File: src/rtl/serial_adder.sv
// rtl/serial_adder.sv - bit-serial WIDTH-bit adder, LSB first, one bit per clock
module serial_adder #(
  parameter int WIDTH = 8
) (
  input  logic             clk,
  input  logic             rst,
  input  logic             start,
  input  logic [WIDTH-1:0] a,
  input  logic [WIDTH-1:0] b,
  output logic             busy,
  output logic             done,
  output logic [WIDTH-1:0] sum,
  output logic             carry_out,
  output logic             sum_bit
);

  localparam int CW = $clog2(WIDTH);

  localparam logic [1:0] IDLE = 2'd0;
  localparam logic [1:0] ADD  = 2'd1;
  localparam logic [1:0] DONE = 2'd2;

  logic [1:0]       state;
  logic [WIDTH-1:0] sa;
  logic [WIDTH-1:0] sb;
  logic [WIDTH-2:0] sum_sr;
  logic             carry;
  logic [CW-1:0]    cnt;

  logic             h1;
  logic             c1;
  logic             h2;
  logic             c2;
  logic             last;
  logic [WIDTH-1:0] sum_next;

  // Full adder from two half adders plus an OR on the carries.
  always_comb begin
    h1       = sa[0] ^ sb[0];
    c1       = sa[0] & sb[0];
    h2       = h1 ^ carry;
    c2       = h1 & carry;
    busy     = (state == ADD);
    done     = (state == DONE);
    sum_bit  = busy & h2;
    last     = (cnt == CW'(WIDTH - 1));
    sum_next = {h2, sum_sr};
  end

  // The final bit goes straight into sum so the result is visible in the DONE cycle.
  always_ff @(posedge clk or posedge rst) begin
    if (rst) begin
      state     <= IDLE;
      sa        <= '0;
      sb        <= '0;
      sum_sr    <= '0;
      carry     <= 1'b0;
      cnt       <= '0;
      sum       <= '0;
      carry_out <= 1'b0;
    end else begin
      case (state)
        IDLE: begin
          if (start) begin
            sa    <= a;
            sb    <= b;
            carry <= 1'b0;
            cnt   <= '0;
            state <= ADD;
          end
        end
        ADD: begin
          carry  <= c1 | c2;
          sa     <= sa >> 1;
          sb     <= sb >> 1;
          sum_sr <= sum_next[WIDTH-1:1];
          cnt    <= cnt + CW'(1);
          if (last) begin
            sum       <= sum_next;
            carry_out <= c1 | c2;
            state     <= DONE;
          end
        end
        DONE:    state <= IDLE;
        default: state <= IDLE;
      endcase
    end
  end

endmodule

File: config.mk
export PLATFORM = sky130hd
export DESIGN_NAME = serial_adder
export DESIGN_NICKNAME = d
export VERILOG_FILES = /design/src/rtl/serial_adder.sv
export SDC_FILE = /design/constraint.sdc
export NUM_CORES = 1
export LEC_CHECK = 0
export CORE_ASPECT_RATIO = 1.4
export CORE_MARGIN = 3
export CORE_UTILIZATION = 47
export CTS_CLUSTER_SIZE = 30
export DETAILED_ROUTE_END_ITERATION = 10
export PLACE_DENSITY = 0.77
export SYNTH_ARGS = -nofsm -noshare
export SYNTH_HDL_FRONTEND = slang
export SYNTH_SLANG_ARGS = --single-unit
File: constraint.sdc
create_clock -name clk -period 1.29 [get_ports clk]
set_input_delay 0.129 -clock clk [delete_from_list [all_inputs] [get_ports clk]]
set_output_delay 0.129 -clock clk [all_outputs]
set_load 0.02 [all_outputs]
==> results of run 1 <==
==> routing by layer <==
layer,GRT usage [%],up-vias
met5,0,-
met2,33.8,34
li1,-,599
met4,6.03,0
met1,21.8,618
met3,4.53,5
==> sequential cells by signal, indices dropped and copies added (netlist names) <==
register	flops
sb	8
cnt	3
state	2
carry_out	1
sum_sr	7
carry	1
sum	8
sa	8
==> metrics by stage <==
step / cells / util, % / hold slack [ns] / power (mW)
3_3_place_gp: 215 / 62.9 / 0.468 / 4.98
2_1_floorplan: 134 / - / 0.262 / 4.04
5_1_grt: 232 / 74.8 / 0.208 / 7.26
6_report: 232 / 74.8 / 0.181 / 6.85
4_1_cts: 226 / 69.1 / 0.186 / 6.44
3_5_place_dp: 215 / 62.9 / 0.499 / 5.17
==> power breakdown <==
| part | leakage [nW] | total [mW] | internal, mW | switching [mW] |
|---|---|---|---|---|
| combinational | 0.743 | 3.74 | 2.04 | 1.70 |
| clock | 0.0579 | 0.991 | 0.569 | 0.422 |
| sequential | 0.444 | 2.13 | 1.78 | 0.350 |
==> placed cells by master, fill, tap and decap left out, types with 2 or more instances in the layout <==
cell,Yosys,layout
dfrtp_1,38,38
buf_4,4,19
clkdlybuf4s50_1,0,18
inv_1,16,16
a221oi_2,10,13
nor4b_4,0,10
mux2_4,0,10
dlygate4sd2_1,0,9
buf_6,2,7
nor2_1,6,6
mux2_1,16,6
a22o_1,5,5
clkbuf_8,0,5
nor4b_2,4,3
buf_12,0,3
nand3b_4,1,2
nand2b_1,2,2
ha_4,0,2
clkinv_2,0,2
buf_8,0,2
==> final timing paths <==
path | startpoint | end | slack (ns)
worst min register to register | sum[2] | sum[2] | 0.51
worst min-delay path | rst | sa[3] | 0.18
max in group asynchronous | rst | sb[1] | 0.92
min in group clk | b[7] | sb[7] | 0.46
worst max register to register | carry | sum_sr[6] | -0.15
worst max-delay path | carry | sum_bit | -0.35
==> kinds of logic (layout without fill, tap and decap cells) <==
family / Yosys count / after routing / synth area share, %
simple gates: 27 / 28 / 13.1
mux: 17 / 17 / 10.6
fa+ha+maj: 3 / 3 / 2.49
flops: 38 / 38 / 52.6
compound gates: 21 / 21 / 13.4
buf+inv: 28 / 83 / 7.89
==> worst min-delay path: stages <==
cell	delay, ns
clkdlybuf4s50_1	0.39
inv_1	0.09
buf_12	0.23
==> final cells by class <==
cell class | instances | area share (%)
clock buffer | 5 | 2.50
sequential | 38 | 34.6
multi-input combinational | 69 | 36.4
clock inverter | 3 | 1.46
inverter | 17 | 2.41
timing repair buffer | 58 | 20.7
tap | 42 | 1.91
==> timing repair <==
item	CTS	global route
endpoints found under the setup margin	34	30
hold buffers	0	0
resized for setup	43	24
cloned	1	0
pin swaps	2	4
buffers inserted	2	7
==> flow_metrics.tcl, run 1 <==
set metrics [dict create \
    outcome "finished, violations left" \
    violations "setup timing" \
    timing.final.crit_share_pct 127 \
    max_stage_delay_ns 0.57 \
    yosysSeqAreaShare_pct 52.6 \
    synthCells 134 \
    area_growth_pct 52.2 \
    fp.dieH_um 79.4 \
    worst_pin_slew_ns 0.390 \
    ir_drop_mv 1.53 \
    fmaxAchievable_mhz 611 \
    slew_headroom_pct 73.6 \
    grt_overflow_total 0 \
    synth_common_cells "dfrtp_1, inv_1, mux2_1, a221oi_2, nor4b_1" \
    design_area_um2 2750 \
    vias 1256 \
    start_util_pct 49.2 \
    cts_tree "built" \
    cp_top_family "adder cells" \
    clock-sinks 38 \
    reg2regPathDepth 3 \
    fin_skew_ns 0.00669 \
    ys.flop_type "dfrtp_1" \
    grt_pass1_vias 1316 \
    end_kind "primary output" \
    clkTransAtPathRegs_ns 0.07 \
    wl_met3_um 174 \
    crit_required_ns 1.16 \
    start_kind "register" \
    setup_viol 12 \
    firstDrtPassIters 4 \
    n_fill_cell 234 \
    htreeDepth 2 \
    grt_usage_pct 19.0 \
    antenna_found_initial 0 \
    coreArea_um2 3680 \
    grt_max_degree 39 \
    ys_ff_latch 38 \
    power.density_nw_per_um2 2490 \
    grt_pass1_wl_um 6510 \
    drive_above_1_share_pct 45.3 \
    critPathKind "reg -> out" \
    synth_area_leader_cell "dfrtp_1" \
    worstPathMaxFanout 2 \
    crit_chain "fa_1, and2_4, buf_6" \
    layout_setup_ws_ns -0.348 \
    clk_path_buf_depth 2 \
    drv_cap 0 \
    rsz0062_at_grt "true" \
    crit_slowest_cell "fa_1" \
    dieArea_um2 4640 \
    place_ws_ns -0.514 \
    port_buffers 30 \
    ys_top_cells_by_area "dfrtp_1, mux2_1, a221oi_2, nor4b_1, inv_1" \
    final-seq-area_um2 951 \
    arrival_ns 1.51 \
    vias_per_cell 5.41 \
    top_layer "met4" \
    tns_ns -1.25 \
    antenna_left 0 \
    clk_latency_ns 0.29 \
    dp_hpwl_um 2550 \
    nets 211 \
    synth_cell_types 25 \
    timing_hold_violations_final 0 \
    route.layer.met1.wl_um 1590 \
    antenna_cells 0 \
    worstSetupPathDepth 3 \
    syn_area_um2 1810 \
    synth_warnings 0 \
    ys_async_sr_fraction_pct 100 \
    rows 26 \
    routed_wl_um 4120 \
    ioPinCount 31 \
    place_congestion 0.741 \
    multiInputGateArea_um2 1000 \
    period_minus_slack_ns 1.64 \
    synth_enable_flop_cells 0 \
    hp-class "in -> async" \
    chipWidth_um 58.4 \
    drt_iter0_drc 28 \
    syn_area_per_cell_um2 13.5 \
    wl_per_cell_um 17.8 \
    yosysTopAreaCellShare_pct 52.6 \
    drc_errors 0 \
    wl_met2_um 2290 \
    placed_cell_area_um2 2310 \
    synth.net_count 156 \
    critPathBufInv 1 \
    cts-root-buf "clkbuf_8" \
    slew_violations 0 \
    power_leakage_nw 1.24 \
    yosysMostFrequentCell "dfrtp_1" \
    numCtsBuffers 5 \
]
(Power assumes the default switching activity.)
==> run 2, diff against run 1 <==
GPL_TIMING_DRIVEN = 0   (was not set)
HOLD_SLACK_MARGIN = 0.02   (was not set)
REMOVE_ABC_BUFFERS = 1   (was not set)
==> flow_metrics.tcl, run 2 (synthesized netlist as in run 1, its figures left out) <==
set metrics [dict create \
    slew_headroom_pct 45.9 \
    crit_chain "fa_1, and2_4, buf_6" \
    cts_tree "built" \
    clk_path_buf_depth 2 \
    area_growth_pct 62.4 \
    reg2reg_slack_ns -0.16 \
    layout_setup_ws_ns -0.360 \
    fmaxAchievable_mhz 606 \
    power.density_nw_per_um2 2530 \
    grt_pass1_wl_um 7350 \
    reg2regPathDepth 3 \
    wl_per_cell_um 19.1 \
    cts-root-buf "clkbuf_8" \
    timing_hold_violations_final 0 \
    chipWidth_um 58.4 \
    fin_skew_ns 0.00420 \
    place_congestion 0.668 \
    crit_slowest_cell "fa_1" \
    critPathKind "reg -> out" \
    antenna_found_initial 0 \
    worstPathMaxFanout 2 \
    grt.busiest_layer "met2" \
    worst_pin_slew_ns 0.810 \
    grt_util_met1_pct 23.7 \
    outcome "finished, violations left" \
    rows 26 \
    clkTransAtPathRegs_ns 0.07 \
    max_stage_delay_ns 0.57 \
    ir_drop_mv 2.11 \
    firstDrtPassIters 4 \
    layout_common_cells "dfrtp_1, buf_6, clkdlybuf4s50_1, buf_4, inv_1" \
    timing.rr.end "sum_sr[6]" \
    grt_pass1_vias 1419 \
    timing.final.crit_share_pct 128 \
    grt_overflow_total 0 \
    drv_cap 0 \
    power_leakage_nw 1.34 \
    cts_hold_buf 0 \
    htreeDepth 2 \
    dieArea_um2 4640 \
    drc_errors 0 \
    clock-sinks 38 \
    tns_ns -1.89 \
    grt_usage_pct 21.9 \
    rsz0062_at_grt "true" \
    hold_ws_ns 0.304 \
    gr-usage-met2_pct 39.8 \
    fp.dieH_um 79.4 \
    globalRouteMet3Util_pct 5.50 \
    final_common_cell "dfrtp_1" \
    antenna_left 0 \
    crit_required_ns 1.16 \
    drive_above_1_share_pct 52.2 \
    grt_max_degree 21 \
    crit_path_start "sa[0]" \
    ioPinCount 31 \
    numCtsBuffers 5 \
    start_kind "register" \
    period_minus_slack_ns 1.65 \
    power_mw 7.42 \
    routed_wl_um 4690 \
    drt_iter0_drc 22 \
    arrival_ns 1.52 \
    coreArea_um2 3680 \
    n_fill_cell 200 \
    end_kind "primary output" \
    antenna_cells 0 \
    start_util_pct 49.2 \
    reg.largest.list "sa: 8 flops, sb: 8 flops, sum: 8 flops" \
    slew_violations 0 \
    reg2reg_from "sb[0]" \
    setup_viol 30 \
    dp_hpwl_um 2230 \
    clk_latency_ns 0.30 \
    hp-class "in -> async" \
    final_core_util_pct 79.9 \
    vias 1362 \
    port_buffers 30 \
    cp_top_family "adder cells" \
    critPathBufInv 1 \
    vias_per_cell 5.56 \
    violations "setup timing" \
    nets 224 \
]
run 2: what timing repair did:
action / CTS / global route
setup buffers: 21 / 19
cloned: 2 / 0
resized for setup: 72 / 39
pin swaps: 6 / 18
endpoints found under the setup margin: 50 / 40
run 2: power breakdown:
group / total, mW / switching [mW] / internal (mW)
registers: 2.18 / 0.387 / 1.79
clock network: 0.849 / 0.418 / 0.431
logic: 4.39 / 1.84 / 2.55
total: 7.42 / 2.64 / 4.77
run 2: per-layer routing:
| metal | part of all wire, % | up-vias |
|---|---|---|
| met5 | 0 | - |
| met4 | 2.2 | 0 |
| met3 | 4.5 | 10 |
| met2 | 56 | 42 |
| met1 | 37 | 690 |
| li1 | - | 620 |
run 2: area by class of cell:
cell class	instances	area (um2)	area share (%)
multi-input combinational	69	1000	34.1
sequential	38	958	32.7
timing repair buffer	71	761	25.9
clock buffer	7	86.3	2.94
inverter	17	71.3	2.43
tap	42	52.6	1.79
clock inverter	1	5.00	0.171
run 2: worst max path at each step:
| stage | endpoint | slack (ns) | cells after the start |
|---|---|---|---|
| 3_5_place_dp | sum_bit | -1.13 | 4 |
| 6_report | sum_bit | -0.36 | 3 |
| 4_1_cts | sum_bit | -0.37 | 3 |
| 3_3_place_gp | cnt[0] | -1.46 | 2 |
| 2_1_floorplan | cnt[0] | -0.98 | 2 |
| 5_1_grt | sum_bit | -0.42 | 3 |
run 2: per-stage QoR:
stage	std cells	instance area [um2]	worst slack [ns]
after floorplan	123	1730	-0.979
after global placement	195	2080	-1.46
after detailed placement	197	2130	-1.13
after CTS	228	2640	-0.373
after global routing	245	2940	-0.423
final	245	2940	-0.360
==> run 3, diff against run 2 <==
MAX_ROUTING_LAYER = met4   (was not set)
==> flow_metrics.tcl, run 3 (synthesized netlist as in run 1, its figures left out) <==
set metrics [dict create \
    fin_skew_ns 0.00454 \
    violations "setup timing" \
    start_util_pct 49.2 \
    htreeDepth 2 \
    slew_headroom_pct 45.8 \
    grt_usage_pct 22.6 \
    layout_common_cells "dfrtp_1, buf_6, clkdlybuf4s50_1, buf_4, inv_1" \
    drt_iter0_drc 13 \
    power_mw 7.42 \
    crit_required_ns 1.16 \
    end_kind "primary output" \
    wl_per_cell_um 19.1 \
    timing_hold_violations_final 0 \
    area_growth_pct 62.4 \
    cts_tree "built" \
    grt_pass1_wl_um 7350 \
    cts-root-buf "clkbuf_8" \
    clock-sinks 38 \
    grt_max_degree 21 \
    reg2regPathDepth 3 \
    final_common_cell "dfrtp_1" \
    power_frac_seq_pct 29.3 \
    chipWidth_um 58.4 \
    reg.largest.list "sa: 8 flops, sb: 8 flops, sum: 8 flops" \
    power.density_nw_per_um2 2530 \
    layout_setup_ws_ns -0.361 \
    rsz0062_at_grt "true" \
    antenna_cells 0 \
    p_sw_share_pct 35.6 \
    cts_hold_buf 0 \
    drc_errors 0 \
    rows 26 \
    numCtsBuffers 5 \
    reg2reg_from "sb[0]" \
    crit_path_start "sa[0]" \
    drive_above_1_share_pct 52.2 \
    ir_drop_mv 2.11 \
    port_buffers 30 \
    cp_top_family "adder cells" \
    grt_overflow_total 0 \
    power_leakage_nw 1.34 \
    clkPwrFrac_pct 11.5 \
    arrival_ns 1.52 \
    ioPinCount 31 \
    fp.dieH_um 79.4 \
    endpoint "sum_bit" \
    hp-class "in -> async" \
    worst_pin_slew_ns 0.813 \
    period_minus_slack_ns 1.65 \
    dp_hpwl_um 2230 \
    timing.rr.end "sum_sr[6]" \
    internal_power_mw 4.77 \
    antenna_left 0 \
    grt_pass1_vias 1425 \
    crit_slowest_cell "fa_1" \
    clk_latency_ns 0.30 \
    vias 1362 \
    slew_violations 0 \
    crit_chain "fa_1, and2_4, buf_6" \
    drv_cap 0 \
    clkTransAtPathRegs_ns 0.07 \
    p_switching_mw 2.64 \
    coreArea_um2 3680 \
    reg2reg_slack_ns -0.16 \
    worstSetupPathDepth 3 \
    p_comb_share_pct 59.2 \
    nets 224 \
    clk_path_buf_depth 2 \
    timing.final.crit_share_pct 128 \
    outcome "finished, violations left" \
    fmaxAchievable_mhz 606 \
    worstPathMaxFanout 2 \
    start_kind "register" \
    critPathBufInv 1 \
    place_congestion 0.675 \
    setup_viol 30 \
    routed_wl_um 4670 \
    hold_ws_ns 0.303 \
    dieArea_um2 4640 \
    max_stage_delay_ns 0.57 \
    antenna_found_initial 0 \
    critPathKind "reg -> out" \
    vias_per_cell 5.56 \
    firstDrtPassIters 4 \
]
==> run 3: cell counts in the layout (fill, tap and decap cells not counted) <==
Identical to the previous run, type by type.
==> run 3: per-stage QoR <==
step                      instance area (um2)  util [%]  setup TNS, ns  setup WS (ns)  instances
after floorplan                          1730         -         -24.57         -0.979        123
after global placement                   2080      56.7         -57.89          -1.46        195
after detailed placement                 2130      58.0         -28.88          -1.13        197
after CTS                                2640      71.7          -1.56         -0.373        228
after global routing                     2940      79.9          -3.19         -0.425        245
final                                    2940      79.9          -1.90         -0.361        245
==> run 3: cell type report <==
type | count | area (um2)
clock buffers | 7 | 86.3
multi-input cells | 69 | 1000
well taps | 42 | 52.6
clock inverters | 1 | 5.00
flip-flops and latches | 38 | 958
fillers | 200 | 741
inverters | 17 | 71.3
repair buffers | 71 | 761
==> run 3: worst min-delay path by stage <==
stage / end / startpoint
final: sum[4] / rst
after global routing: sum[4] / rst
after CTS: sb[0] / rst
after detailed placement: sum[4] / sum[4]
after global placement: sum[0] / sum_sr[0]
after floorplan: sa[7] / a[7]
==> run 3: power groups by stage <==
stage	Sequential, mW	Clock (mW)	Combinational, mW
6_report	2.17	0.853	4.39
5_1_grt	2.23	0.916	4.71
2_1_floorplan	2.32	0	1.39
4_1_cts	2.13	0.848	3.45
3_5_place_dp	2.26	0	2.34
3_3_place_gp	2.22	0	2.17
==> run 3: metal layers <==
| metal | up-vias | routed length [um] | GRT usage [%] |
|---|---|---|---|
| met3 | 12 | 200 | 5.66 |
| met5 | - | 0 | - |
| met1 | 688 | 1750 | 23.9 |
| met2 | 42 | 2610 | 39.8 |
| li1 | 620 | - | - |
| met4 | 0 | 107 | 8.12 |
==> run 3: timing repair <==
action,4_1_cts,5_1_grt
gates resized for setup,72,39
pin swaps,6,18
cloned,2,0
endpoints found under the setup margin,50,40
endpoints found under the hold margin,0,0
setup buffers,21,19
